### config.mk
export PLATFORM = sky130hd
export DESIGN_NAME = hazard_stall_ctrl
export DESIGN_NICKNAME = d
export VERILOG_FILES = /design/src/rtl/hazard_stall_ctrl.sv
export SDC_FILE = /design/constraint.sdc
export NUM_CORES = 1
export LEC_CHECK = 0
export CORE_MARGIN = 2
export CORE_UTILIZATION = 48
export CTS_CLUSTER_SIZE = 12
export DETAILED_ROUTE_END_ITERATION = 7
export HOLD_SLACK_MARGIN = 0.06
export PLACE_DENSITY_LB_ADDON = 0.2
export SYNTH_ARGS = -nofsm -noshare
export SYNTH_HDL_FRONTEND = slang
export SYNTH_SLANG_ARGS = --single-unit
### constraint.sdc
create_clock -name Clk -period 3.58 [get_ports Clk]
set_input_delay 0.895 -clock Clk [delete_from_list [all_inputs] [get_ports Clk]]
set_output_delay 0.895 -clock Clk [all_outputs]
set_load 0.005 [all_outputs]
### src/rtl/hazard_stall_ctrl.sv
// hazard_stall_ctrl
// Hazard and stall controller for a 5-stage MIPS pipeline. It sits beside ID,
// watches the ID and EX fields, and drives the PC / IF/ID / ID/EX enables,
// the IF/ID flush and the two control-bubble mux selects.
//
// State | meaning
// ------+-----------------------------------------------------------------
// RUN       | normal issue; branch > load-use > jump > mult priority
// MULT_WAIT | multiplier holds EX; front end frozen while cnt != 0
//
// Ports
//   Clk, Reset        pipeline clock, synchronous active-low reset
//   ID_*              rs/rt fields and class flags of the instruction in ID
//   EX_*              load flag, destination and branch outcome in EX
//   PCWrite, IFIDWrite, IDEXWrite   stage load enables
//   IFIDFlush         IF/ID cleared to nop on the next edge
//   CtrlBubbleSel     1 = zero control into ID/EX
//   MemBubbleSel      1 = zero control into EX/MEM
//   MultBusy          multiplier occupies EX
//   StallCycles       saturating count of cycles with PCWrite=0
module hazard_stall_ctrl #(
    parameter int MULT_CYCLES = 4,
    parameter int STALL_CNT_W = 32
) (
    input  logic                   Clk,
    input  logic                   Reset,
    input  logic [4:0]             ID_Rs,
    input  logic [4:0]             ID_Rt,
    input  logic                   ID_UsesRt,
    input  logic                   ID_IsMult,
    input  logic                   ID_Jump,
    input  logic                   EX_MemRead,
    input  logic [4:0]             EX_Rd,
    input  logic                   EX_BranchTaken,
    output logic                   PCWrite,
    output logic                   IFIDWrite,
    output logic                   IFIDFlush,
    output logic                   IDEXWrite,
    output logic                   CtrlBubbleSel,
    output logic                   MemBubbleSel,
    output logic                   MultBusy,
    output logic [STALL_CNT_W-1:0] StallCycles
);

    localparam int CNT_W = $clog2(MULT_CYCLES) + 1;
    localparam logic [CNT_W-1:0] CNT_LOAD = CNT_W'(MULT_CYCLES - 1);

    typedef enum logic {
        ST_RUN       = 1'b0,
        ST_MULT_WAIT = 1'b1
    } state_t;

    state_t                 r_state;
    state_t                 w_state_nxt;
    logic [CNT_W-1:0]       r_cnt;
    logic [CNT_W-1:0]       w_cnt_nxt;
    logic [STALL_CNT_W-1:0] r_stall_cnt;
    logic                   w_lu;

    assign w_lu = EX_MemRead & (EX_Rd != 5'd0) &
                  ((EX_Rd == ID_Rs) | (ID_UsesRt & (EX_Rd == ID_Rt)));

    always_comb begin
        PCWrite       = 1'b1;
        IFIDWrite     = 1'b1;
        IDEXWrite     = 1'b1;
        IFIDFlush     = 1'b0;
        CtrlBubbleSel = 1'b0;
        MemBubbleSel  = 1'b0;
        MultBusy      = 1'b0;
        w_state_nxt   = ST_RUN;
        w_cnt_nxt     = r_cnt;

        if (!Reset) begin
            // Hold the whole front end and inject bubbles while in reset.
            PCWrite       = 1'b0;
            IFIDWrite     = 1'b0;
            IDEXWrite     = 1'b0;
            CtrlBubbleSel = 1'b1;
            MemBubbleSel  = 1'b1;
            w_cnt_nxt     = '0;
        end else if (r_state == ST_MULT_WAIT && r_cnt != '0) begin
            // EX holds the mult, so ID inputs and branch outcome are moot.
            PCWrite      = 1'b0;
            IFIDWrite    = 1'b0;
            IDEXWrite    = 1'b0;
            MemBubbleSel = 1'b1;
            MultBusy     = 1'b1;
            w_cnt_nxt    = r_cnt - CNT_W'(1);
            w_state_nxt  = ST_MULT_WAIT;
        end else begin
            // RUN, or the last mult cycle (cnt==0) which behaves like RUN so
            // a following mult is accepted without a gap.
            if (EX_BranchTaken) begin
                IFIDFlush     = 1'b1;
                CtrlBubbleSel = 1'b1;
            end else if (w_lu) begin
                PCWrite       = 1'b0;
                IFIDWrite     = 1'b0;
                CtrlBubbleSel = 1'b1;
            end else if (ID_Jump) begin
                // Checked ahead of mult: an illegal jump+mult acts as a jump.
                IFIDFlush = 1'b1;
            end else if (ID_IsMult) begin
                if (MULT_CYCLES > 1) begin
                    w_state_nxt = ST_MULT_WAIT;
                    w_cnt_nxt   = CNT_LOAD;
                end
            end
        end
    end

    always_ff @(posedge Clk) begin
        if (!Reset) begin
            r_state     <= ST_RUN;
            r_cnt       <= '0;
            r_stall_cnt <= '0;
        end else begin
            r_state <= w_state_nxt;
            r_cnt   <= w_cnt_nxt;
            if (!PCWrite && r_stall_cnt != '1) begin
                r_stall_cnt <= r_stall_cnt + STALL_CNT_W'(1);
            end
        end
    end

    assign StallCycles = r_stall_cnt;

endmodule

==> summary.log, run 1 <==
INFO  floorplan      io_pins=61
INFO  synth          seq_area_frac_synth=34.04%
INFO  placed_design  dp_worst_setup_slack=-280.3ps
INFO  route          routed_via_density=5.815
INFO  worst_setup_path worst_path_dominant_cell_family=buffers and inverters
INFO  layout         fin_util=66.46%
INFO  run            maxCapViolations=0
INFO  route          routed_wirelength=4.936mm
INFO  grt            grt_pass1_wl=8.397mm
INFO  sta            transition_at_the_pin_with_the_smallest_max_transition_slack=465.0ps
INFO  placed_design  place.detailed.instances=360
INFO  sta            slew_headroom=68.74%
INFO  layout         post_layout_nonfiller_instances=368
INFO  floorplan      die_width=70.41um
INFO  route          number_of_drc_violations_after_detailed_routing_iteration_0=128
INFO  layout         syn2layout_area_growth=34.81%
INFO  synth          yosys_warnings=0
INFO  pwr            reported_leakage_power=0.9353nW
INFO  sta            hold_ws=488.3ps
INFO  worst_setup_path critical_path.max_fanout=3
INFO  synth          synth_async_sr_flop_share=0%
INFO  grt            grt_max_degree=55
INFO  run_status     status=completed
INFO  worst_setup_path worst_path_largest_cell_delay=530ps
INFO  cts            number_of_clock_buffers_inserted_by_tritoncts=5
INFO  floorplan      initial_utilization=49.30%
INFO  layout         layout.nets=341
INFO  sta            rsz_0062_raised_after_global_routing=true
INFO  pwr            power.ir.vdd_worst=0.2126mV
INFO  sta            finalHoldViolations=0
INFO  route          drc=0
INFO  synth          netlist-cell-type-count=43
INFO  worst_setup_path timing.critical_path.arrival=2660ps
INFO  synth          synth.ff_latch_count=36
INFO  sta            post-route-worst-setup-slack=26.45ps
INFO  worst_setup_path start_kind=input port
INFO  cts            cts.path.max_buffers=2
INFO  placed_design  buffer_ports.inserted=60
INFO  synth          synthCells=254
INFO  cts            cts_root_buf=clkbuf_8
INFO  route          drtPass1Iterations=4
INFO  worst_setup_path crit_path_end_kind=output port
INFO  floorplan      vertical_die_dimension=70.41um
INFO  worst_setup_path worst_ep_required_time=2680ps
INFO  cts            clock_tree_from_tritoncts=done
INFO  synth          synth.net_count=279
INFO  placed_design  placement_stage_cell_area=0.002759mm2
INFO  worst_setup_path cp_num_buf_inv=4
INFO  synth          count_of_flip_flops_with_a_built_in_enable_after_synthesis=0
INFO  cts            cts.clk_slew.worst_paths=70ps
INFO  grt            grt-ovfl-total=0
INFO  synth          synth_area_per_cell=8.335um2
INFO  sta            finClkSkew=3.807ps
INFO  sta            count_of_pins_over_their_slew_limit=0
INFO  cts            cts.sinks=36
INFO  worst_setup_path cp_slowest_cell=or4_1
INFO  sta            fin_tns_setup=0ps
INFO  floorplan      design.die.area=0.004958mm2
INFO  grt            grtUsageTotal=20.65%
INFO  synth          post-synth-top-area-cell=dfxtp_1
INFO  cts            maximum_level_of_the_cts_h_tree=2
INFO  placed_design  detailed_place_hpwl=3.561mm
INFO  sta            part_of_the_cycle_the_worst_path_needs=99.26%
INFO  synth          synth_flop_cell=dfxtp_1
INFO  floorplan      rows=24
INFO  route          wl_per_cell=13.41um
INFO  pwr            power.density=285.6mW/mm2
INFO  worst_setup_path critical_path_cell_list=dlygate4sd2_1 > or4_1 > o21ai_1 > buf_4 > o31ai_4 > inv_4 > clkdlybuf4s50_1
INFO  cts            worstSkewPairLatency=280ps
INFO  synth          yosys-top-cells-area=dfxtp_1, or4_1, o31ai_1
INFO  pwr            power=0.8151mW
INFO  grt            first_global_vias=1964
INFO  sta            clock.fmax=281.4MHz
INFO  min_path       timing.hold.worst.class=reg -> reg
INFO  route          ant_nets=0
INFO  layout         antennaDiodeCount=0
INFO  sta            clock_period_minus_worst_slack=3554ps
INFO  layout         final_area=0.002854mm2
INFO  route          via_count=2140
INFO  sta            finalSetupViolCount=0
INFO  grt            grt_antenna_before_repair=0
INFO  placed_design  gp_routability_congestion=0.7427
INFO  floorplan      core_region_area=0.004294mm2
INFO  synth          area_of_the_mapped_netlist=0.002117mm2
INFO  worst_setup_path criticalPathCategory=in -> out
INFO  synth          synth.top_cell.area_share=34.04%
INFO  layout         post_route_cells_drive_above_1_share=8.228%
[final timing paths]
check / start / endpoint / slack, ps / depth (start not counted)
setup / recovery: EX_Rd[1] / IFIDWrite / 30 / 7
hold / removal: r_cnt[2] / r_cnt[2] / 490 / 1
setup reg to reg: StallCycles[0] / StallCycles[23] / 1170 / 8
hold reg to reg: r_cnt[2] / r_cnt[2] / 490 / 1
[flip-flops by register name (all words and copies together), names as in the netlist]
name	flops
r_state	1
StallCycles	32
r_cnt	3
[final cells by class]
class                           count  area [um2]
Inverter                            8       32.53
Clock buffer                        7       96.34
Fill cell                         393        1440
Timing Repair Buffer               70       666.9
Multi-Input combinational cell    195        1272
Tap cell                           52       65.06
Sequential cell                    36       720.7
[layout by cell type, fill, tap and decap left out, types with 5 or more instances in the layout]
master	netlist	layout
o31ai_1	22	22
nand4_1	9	9
nand2b_1	8	8
a21oi_1	26	26
xor2_1	5	5
clkdlybuf4s50_1	0	53
or4_1	23	23
nand2_1	22	22
dlygate4sd2_1	0	7
mux2i_1	7	7
inv_1	6	6
buf_4	4	10
nor2_1	9	9
dfxtp_1	36	36
clkbuf_8	0	7
and3_1	6	6
nand3_1	15	15
xnor2_1	5	5
[worst register-to-register path: stages, from the launching register on]
cell     delay, ps
dfxtp_1        380
ha_1           210
inv_1          100
nor4_2         490
nand4_1        370
nor2_2         210
buf_4          290
nor4b_1        110
mux2i_1        140
[metal layers]
| layer | track usage (%) | share of wire [%] | wire length [um] | vias to the layer above |
|---|---|---|---|---|
| met5 | 0 | 0 | 0 | - |
| met4 | 6.624 | 1.0 | 51 | 0 |
| met3 | 6.061 | 5.8 | 287 | 5 |
| met2 | 36.37 | 49 | 2413 | 52 |
| li1 | - | - | - | 1086 |
| met1 | 23.80 | 44 | 2184 | 997 |
[Yosys cell counts (all sizes together) (2+ instances only)]
library cell   n
nor2b          2
nor4           5
xnor2          5
nor2          10
xor2           5
buf           10
dfxtp         36
nand4          9
o31ai         23
o211a          2
and4           3
and2           4
a21oi         26
inv            7
or2            2
o21ai          4
ha             3
nand2         22
or4           23
nand3         15
clkbuf         5
nor3           2
mux2i          7
nand2b         8
and3           6
[cell families after synthesis]
logic type	after synthesis	share of synthesized area, %
buffers and inverters	23	5.851
AOI/OAI and AO/OA	60	18.85
DFF	36	34.04
muxes	7	3.310
adders and majority gates	3	1.773
xor gates and xnor gates	10	4.137
and+or+nand+nor	115	32.03
[power breakdown]
| group | switching [mW] | internal (mW) |
|---|---|---|
| sequential | 0.00316 | 0.404 |
| clock | 0.139 | 0.171 |
| combinational | 0.0453 | 0.0516 |
| total | 0.188 | 0.628 |
[what timing repair did]
item	4_1_cts	5_1_grt
endpoints found under the setup margin	4	2
buffers inserted	1	0
pin swaps	2	0
hold endpoints to repair	0	0
hold buffers	0	0
cloned	0	0
resized for setup	8	0
(Power assumes the default switching activity.)
==> run 2: changes to the inputs <==
--- a/config.mk
+++ b/config.mk
@@ -5,12 +5,13 @@
 export SDC_FILE = /design/constraint.sdc
 export NUM_CORES = 1
 export LEC_CHECK = 0
+export CORE_ASPECT_RATIO = 0.6
 export CORE_MARGIN = 2
 export CORE_UTILIZATION = 48
 export CTS_CLUSTER_SIZE = 12
 export DETAILED_ROUTE_END_ITERATION = 7
 export HOLD_SLACK_MARGIN = 0.06
-export PLACE_DENSITY_LB_ADDON = 0.2
+export PLACE_DENSITY_LB_ADDON = 0.15
 export SYNTH_ARGS = -nofsm -noshare
 export SYNTH_HDL_FRONTEND = slang
 export SYNTH_SLANG_ARGS = --single-unit
==> run 2 against run 1 <==
Net effect: non-clock buffer count increased by 1; critical path type unchanged; critical path depth is 1 higher; clock power increased by 15%; die area up 0.35%; sequential power barely moved; clock-buffer cell count is 1 lower; clock skew is 3.3 ps higher; global-route usage up 3.6 points; fmax increased by 1.9%; largest power group unchanged; highest routed layer unchanged; worst hold slack gained 2.2 ps; via count grew 4.0%; sequential share of layout area is 0.42 points lower.
==> summary.log, run 2 (same netlist as run 1, synthesis figures left out) <==
INFO  sta            slew_headroom=68.42% [-0.32 points]
INFO  sta            post-route-worst-setup-slack=91.11ps [+64.66 ps]
INFO  worst_setup_path critical_path.max_fanout=2 [-1]
INFO  layout         multi_input_area=0.001286mm2 [+1.1%]
INFO  sta            finalHoldViolations=0 [unchanged]
INFO  worst_setup_path r2r_setup_slack=830ps [-340 ps]
INFO  worst_setup_path timing.critical_path.arrival=2590ps [-70 ps]
INFO  grt            grt-ovfl-total=0 [unchanged]
INFO  run_status     status=completed
INFO  placed_design  dp_worst_setup_slack=-340.4ps [-60.09 ps]
INFO  worst_setup_path reg2reg_from=StallCycles[0]
INFO  layout         post_layout_nonfiller_instances=378 [+2.7%]
INFO  worst_setup_path crit_path_end_kind=output port
INFO  floorplan      initial_utilization=50.81% [+1.5 points]
INFO  worst_setup_path setup.worst_path.end=CtrlBubbleSel
INFO  layout         mostFrequentLayoutCells=clkdlybuf4s50_1, dfxtp_1, a21oi_1
INFO  worst_setup_path start_kind=input port
INFO  worst_setup_path worst_ep_required_time=2680ps [about the same]
INFO  worst_setup_path timing.critical_path.from=ID_Rt[0]
INFO  layout         largest_reg_flops=32 [unchanged]
INFO  cts            cts_root_buf=clkbuf_8
INFO  sta            finClkSkew=7.108ps [+3.301 ps]
INFO  floorplan      design.die.area=0.004975mm2 [+0.35%]
INFO  layout         layout.cells.most_common=clkdlybuf4s50_1
INFO  route          routed_wirelength=5.920mm [+20%]
INFO  route          wl_per_cell=15.66um [+17%]
INFO  layout         final.fill_count=347 [-12%]
INFO  placed_design  placement_stage_cell_area=0.002761mm2 [about the same]
INFO  sta            rsz_0062_raised_after_global_routing=false
INFO  layout         syn2layout_area_growth=37.12%
INFO  layout         final_area=0.002903mm2 [+1.7%]
INFO  cts            cts.clk_slew.worst_paths=70ps [about the same]
INFO  min_path       timing.hold.worst.class=reg -> reg
INFO  layout         antennaDiodeCount=0 [unchanged]
INFO  grt            grtUsageTotal=24.27% [+3.6 points]
INFO  cts            postCtsHoldBufs=0 [unchanged]
INFO  run            maxCapViolations=0 [unchanged]
INFO  min_path       hold_path_startpoint=StallCycles[17]
INFO  grt            grt_pass1_wl=9.942mm [+18%]
INFO  cts            cts.sinks=36 [unchanged]
INFO  layout         post_route_cells_drive_above_1_share=9.434% [+1.2 points]
INFO  pwr            reported_leakage_power=0.9659nW [+3.3%]
INFO  layout         area.sequential=720.7um2 [unchanged]
INFO  floorplan      io_pins=61 [unchanged]
INFO  placed_design  place.detailed.instances=367 [+1.9%]
INFO  sta            transition_at_the_pin_with_the_smallest_max_transition_slack=472.7ps [+7.705 ps]
INFO  cts            maximum_level_of_the_cts_h_tree=2 [unchanged]
INFO  sta            clock.fmax=286.6MHz [+1.9%]
INFO  route          drtPass1Iterations=5 [+1]
INFO  placed_design  detailed_place_hpwl=3.998mm [+12%]
INFO  floorplan      vertical_die_dimension=55.44um [-21%]
INFO  floorplan      core_region_area=0.004167mm2 [-3.0%]
INFO  pwr            power.ir.vdd_worst=0.1761mV [-17%]
INFO  cts            cts.path.max_buffers=2 [unchanged]
INFO  sta            count_of_pins_over_their_slew_limit=0 [unchanged]
INFO  placed_design  buffer_ports.inserted=60 [unchanged]
INFO  route          drc=0 [unchanged]
INFO  route          number_of_drc_violations_after_detailed_routing_iteration_0=139 [+8.6%]
INFO  sta            clock_period_minus_worst_slack=3489ps [-64.66 ps]
INFO  route          routed_via_density=5.889 [+1.3%]
INFO  floorplan      die_width=89.74um [+27%]
INFO  cts            worstSkewPairLatency=290ps [about the same]
INFO  cts            clock_tree_from_tritoncts=done
INFO  worst_setup_path criticalPathCategory=in -> out
INFO  worst_setup_path worst_r2r_path_depth=8 [unchanged]
INFO  layout         layout.nets=342 [+0.29%]
INFO  grt            grt_max_degree=53 [-3.6%]
INFO  sta            finalSetupViolCount=0 [unchanged]
INFO  route          ant_nets=0 [unchanged]
INFO  pwr            power.density=299.9mW/mm2 [+5.0%]
INFO  grt            first_global_vias=2048 [+4.3%]
INFO  worst_setup_path crit-reg2reg-capture=StallCycles[23]
INFO  placed_design  gp_routability_congestion=0.7835 [+5.5%]
INFO  sta            part_of_the_cycle_the_worst_path_needs=97.46% [-1.8 points]
INFO  floorplan      rows=18 [-25%]
INFO  cts            number_of_clock_buffers_inserted_by_tritoncts=5 [unchanged]
INFO  grt            grt_antenna_before_repair=0 [unchanged]
INFO  route          via_count=2226 [+4.0%]
-- run 2: repair_timing --
action	CTS	global route
setup endpoints to repair	4	3
cloned	0	0
buffers inserted	2	1
gates resized for setup	10	4
pin swaps	2	2
-- run 2: worst min-delay path by stage --
| stage | slack, ps | endpoint | cells past startpoint |
|---|---|---|---|
| finish | 490 | StallCycles[17] | 2 |
| global route | 530 | r_cnt[1] | 1 |
| CTS | 490 | r_cnt[2] | 1 |
| detailed placement | 480 | r_cnt[2] | 1 |
| global placement | 480 | StallCycles[22] | 2 |
| floorplan | 450 | r_cnt[2] | 1 |
-- run 2: critical path: stages --
cell and delay [ps]:
clkdlybuf4s50_1 470, xnor2_1 120, nand4_1 130, a2bb2oi_2 160, or2_2 300, nor2b_1 130, o21ai_0 130, dlygate4sd2_1 250
-- run 2: per-layer routing --
layer  vias to the layer above  track usage, %  part of all wire (%)
li1                       1087               -                     -
met1                      1060           34.01                    49
met2                        74           36.90                    43
met3                         5           7.094                   7.2
met4                         0           6.154                  0.63
met5                         -               0                     0
-- run 2: stage by stage --
step	TNS [ps]	power (mW)	utilization [%]	hold slack, ps
finish	0	0.8705	69.67	490.5
global route	0	0.9027	69.67	531.9
CTS	0	0.8715	69.19	486.5
detailed placement	-1272	0.5195	66.28	476.2
global placement	-983.0	0.5172	66.28	475.6
floorplan	0	0.4680	-	448.6
-- run 2: power by group --
part | internal, mW | total [mW] | switching, mW | leakage (nW)
registers | 0.404 | 0.408 | 0.00363 | 0.291
clock network | 0.207 | 0.358 | 0.151 | 0.0552
logic | 0.0542 | 0.105 | 0.0506 | 0.620
total | 0.665 | 0.871 | 0.205 | 0.966
-- run 2: layout make-up --
class / count / area share, %
Clock buffer: 6 / 2.500
Timing Repair Buffer: 71 / 23.45
Tap cell: 60 / 2.586
Sequential cell: 36 / 24.83
Clock inverter: 2 / 1.207
Inverter: 8 / 1.121
Multi-Input combinational cell: 195 / 44.31
==> run 3: changes to the inputs <==
--- a/config.mk
+++ b/config.mk
@@ -6,11 +6,11 @@
 export NUM_CORES = 1
 export LEC_CHECK = 0
 export CORE_ASPECT_RATIO = 0.6
-export CORE_MARGIN = 2
 export CORE_UTILIZATION = 48
 export CTS_CLUSTER_SIZE = 12
 export DETAILED_ROUTE_END_ITERATION = 7
 export HOLD_SLACK_MARGIN = 0.06
+export MAX_ROUTING_LAYER = met4
 export PLACE_DENSITY_LB_ADDON = 0.15
 export SYNTH_ARGS = -nofsm -noshare
 export SYNTH_HDL_FRONTEND = slang
==> run 3 against run 2 <==
Net effect: largest power group unchanged; fmax barely moved; sequential share of layout area rose by 0.23 points; largest cell class unchanged; sequential cell count did not move.
==> summary.log, run 3 (same netlist as run 1, synthesis figures left out) <==
INFO  layout         antennaDiodeCount=0 [unchanged]
INFO  pwr            power.combinational.fraction=13.2% [+1.2 points]
INFO  floorplan      vertical_die_dimension=53.44um [-3.6%]
INFO  pwr            sequentialPowerShare=52.1% [+5.2 points]
INFO  sta            post-route-worst-setup-slack=87.82ps [-3.288 ps]
INFO  sta            slew_headroom=69.97% [+1.5 points]
INFO  layout         area.sequential=720.7um2 [unchanged]
INFO  cts            worstSkewPairLatency=280ps [about the same]
INFO  sta            clock.fmax=286.4MHz [about the same]
INFO  layout         mostFrequentLayoutCells=clkdlybuf4s50_1, dfxtp_1, a21oi_1
INFO  cts            cts.sinks=36 [unchanged]
INFO  floorplan      core_region_area=0.004167mm2 [unchanged]
INFO  sta            count_of_pins_over_their_slew_limit=0 [unchanged]
INFO  route          wl_per_cell=14.63um [-6.6%]
INFO  cts            number_of_clock_buffers_inserted_by_tritoncts=5 [unchanged]
INFO  layout         post_route_cells_drive_above_1_share=9.779% [+0.35 points]
INFO  cts            cts.clk_slew.worst_paths=70ps [about the same]
INFO  sta            transition_at_the_pin_with_the_smallest_max_transition_slack=450.5ps [-22.18 ps]
INFO  worst_setup_path timing.critical_path.arrival=2600ps [about the same]
INFO  route          ant_nets=0 [unchanged]
INFO  layout         multi_input_area=0.001294mm2 [+0.58%]
INFO  layout         final_area=0.002877mm2 [-0.90%]
INFO  placed_design  detailed_place_hpwl=3.842mm [-3.9%]
INFO  grt            first_global_vias=1809 [-12%]
INFO  min_path       timing.hold.worst.class=reg -> reg
INFO  worst_setup_path critical_path_cell_list=clkdlybuf4s50_1 > xor2_1 > nor3_2 > a2bb2oi_2 > or2_2 > nor2b_1 > o21ai_0 > clkdlybuf4s15_1
INFO  min_path       hold_path_startpoint=r_cnt[2]
INFO  worst_setup_path r2r_setup_slack=840ps [about the same]
INFO  worst_setup_path worst_path_dominant_cell_family=simple AND/OR/NAND/NOR gates
INFO  pwr            netSwitchingFraction=24.66% [+1.1 points]
INFO  placed_design  place.detailed.instances=368 [+0.27%]
INFO  run            maxCapViolations=0 [unchanged]
INFO  route          routed_via_density=5.777 [-1.9%]
INFO  worst_setup_path crit-reg2reg-capture=StallCycles[22]
INFO  placed_design  placement_stage_cell_area=0.002769mm2 [+0.27%]
INFO  layout         layout.cells.most_common=clkdlybuf4s50_1
INFO  sta            rsz_0062_raised_after_global_routing=false
INFO  floorplan      io_pins=61 [unchanged]
INFO  cts            maximum_level_of_the_cts_h_tree=2 [unchanged]
INFO  worst_setup_path start_kind=input port
INFO  min_path       min_path_cells=1 [-1]
INFO  layout         post_layout_nonfiller_instances=377 [-0.26%]
INFO  floorplan      rows=18 [unchanged]
INFO  floorplan      initial_utilization=50.81% [unchanged]
INFO  placed_design  buffer_ports.inserted=60 [unchanged]
INFO  sta            clock_period_minus_worst_slack=3492ps [+3.288 ps]
INFO  sta            finalHoldViolations=0 [unchanged]
INFO  worst_setup_path critical_path.max_fanout=2 [unchanged]
INFO  worst_setup_path worst_r2r_path_depth=8 [unchanged]
INFO  grt            grt_pass1_wl=8.769mm [-12%]
INFO  worst_setup_path cp_slowest_cell=clkdlybuf4s50_1
INFO  grt            grt_antenna_before_repair=0 [unchanged]
INFO  layout         final.fill_count=338 [-2.6%]
INFO  sta            finClkSkew=4.902ps [-2.205 ps]
INFO  layout         layout.nets=342 [unchanged]
INFO  route          via_count=2178 [-2.2%]
INFO  grt            grtUsageTotal=25.28% [+1.0 points]
INFO  pwr            switching_power=0.1931mW [-5.9%]
INFO  route          routed_wirelength=5.514mm [-6.9%]
INFO  layout         syn2layout_area_growth=35.87%
INFO  worst_setup_path crit_path_end_kind=output port
INFO  layout         largest_reg_flops=32 [unchanged]
INFO  min_path       min_delay_worst_endpoint=r_cnt[2]
INFO  sta            finalSetupViolCount=0 [unchanged]
INFO  sta            fin_tns_setup=0ps [unchanged]
INFO  pwr            power.density=272.2mW/mm2 [-9.2%]
INFO  cts            clock_tree_from_tritoncts=done
INFO  route          number_of_drc_violations_after_detailed_routing_iteration_0=145 [+4.3%]
INFO  pwr            reported_leakage_power=0.9688nW [+0.31%]
INFO  sta            part_of_the_cycle_the_worst_path_needs=97.55% [about the same]
INFO  pwr            power.ir.vdd_worst=0.1472mV [-16%]
INFO  cts            cts_root_buf=clkbuf_8
INFO  worst_setup_path worst_path_largest_cell_delay=430ps [-40 ps]
INFO  grt            grt-ovfl-total=0 [unchanged]
INFO  route          drc=0 [unchanged]
INFO  floorplan      design.die.area=0.004689mm2 [-5.8%]
INFO  cts            cts.path.max_buffers=2 [unchanged]
INFO  pwr            clock_power_share=34.7% [-6.4 points]
INFO  run_status     status=completed
INFO  placed_design  dp_worst_setup_slack=-350.2ps [-9.788 ps]
INFO  route          drtPass1Iterations=4 [-1]
INFO  floorplan      die_width=87.74um [-2.2%]
INFO  pwr            cellInternalPower=0.5899mW [-11%]
INFO  placed_design  gp_routability_congestion=0.7565 [-3.4%]
INFO  worst_setup_path cp_num_buf_inv=2 [unchanged]
INFO  worst_setup_path criticalPathCategory=in -> out
INFO  worst_setup_path reg2reg_from=StallCycles[0]
INFO  worst_setup_path worst_ep_required_time=2680ps [about the same]
INFO  worst_setup_path timing.critical_path.from=ID_Rs[1]
INFO  grt            grt_max_degree=53 [unchanged]
-- run 3: changes by cell type in the layout (fill, tap and decap cells not counted), sizes merged --
cell / before / now
dlygate4sd2: 6 / 7
clkdlybuf4s50: 51 / 48
dlymetal6s2s: 2 / 3
clkbuf: 6 / 7
bufinv: 1 / 0
-- run 3: worst register-to-register path, cell delays in order (launching register included) --
cell	delay (ps)
dfxtp_1	380
ha_1	240
inv_1	130
nor4_2	450
nand4_1	390
nor2_2	320
buf_4	420
nor4_1	140
mux2i_1	140
-- run 3: worst max path at each step --
stage                                to  cells past startpoint
final                     CtrlBubbleSel                      8
after global routing      CtrlBubbleSel                      8
after CTS                 CtrlBubbleSel                      8
after detailed placement      IFIDFlush                      7
after global placement        IFIDFlush                      7
after floorplan                 PCWrite                      7
-- run 3: routing by layer --
metal | GRT usage (%) | share of wire, % | vias up | wire, um
li1 | - | - | 1089 | -
met1 | 37.39 | 52 | 1027 | 2873
met5 | - | 0 | - | 0
met2 | 35.53 | 42 | 58 | 2329
met3 | 4.836 | 5.3 | 4 | 291
met4 | 4.098 | 0.36 | 0 | 20
-- run 3: cell type report --
class / count / area share [%]
clock buffer: 6 / 2.523
clock inverter: 1 / 0.1740
inverter: 8 / 1.131
multi-input combinational: 195 / 44.98
sequential: 36 / 25.05
tap: 60 / 2.610
timing repair buffer: 71 / 23.53
-- run 3: power by group through the flow --
stage	clock network (mW)	registers (mW)	logic, mW
finish	0.272	0.408	0.103
global route	0.292	0.408	0.113
CTS	0.276	0.408	0.102
detailed placement	0	0.417	0.103
global placement	0	0.417	0.101
floorplan	0	0.416	0.0515
-- run 3: through the flow --
stage          hold WS (ps)  util, %  total power, mW
2_1_floorplan         448.6        -           0.4680
3_3_place_gp          470.9    66.46           0.5178
3_5_place_dp          476.2    66.46           0.5195
4_1_cts               486.2    68.59           0.7853
5_1_grt               508.1    69.04           0.8130
6_report              483.5    69.04           0.7830
-- run 3: repair_timing --
action                     in CTS  in global routing
setup buffers                   2                  0
pin swaps                       2                  5
gates cloned                    0                  0
setup endpoints to repair       4                  2
gates resized for setup        12                  8
hold buffers                    0                  0
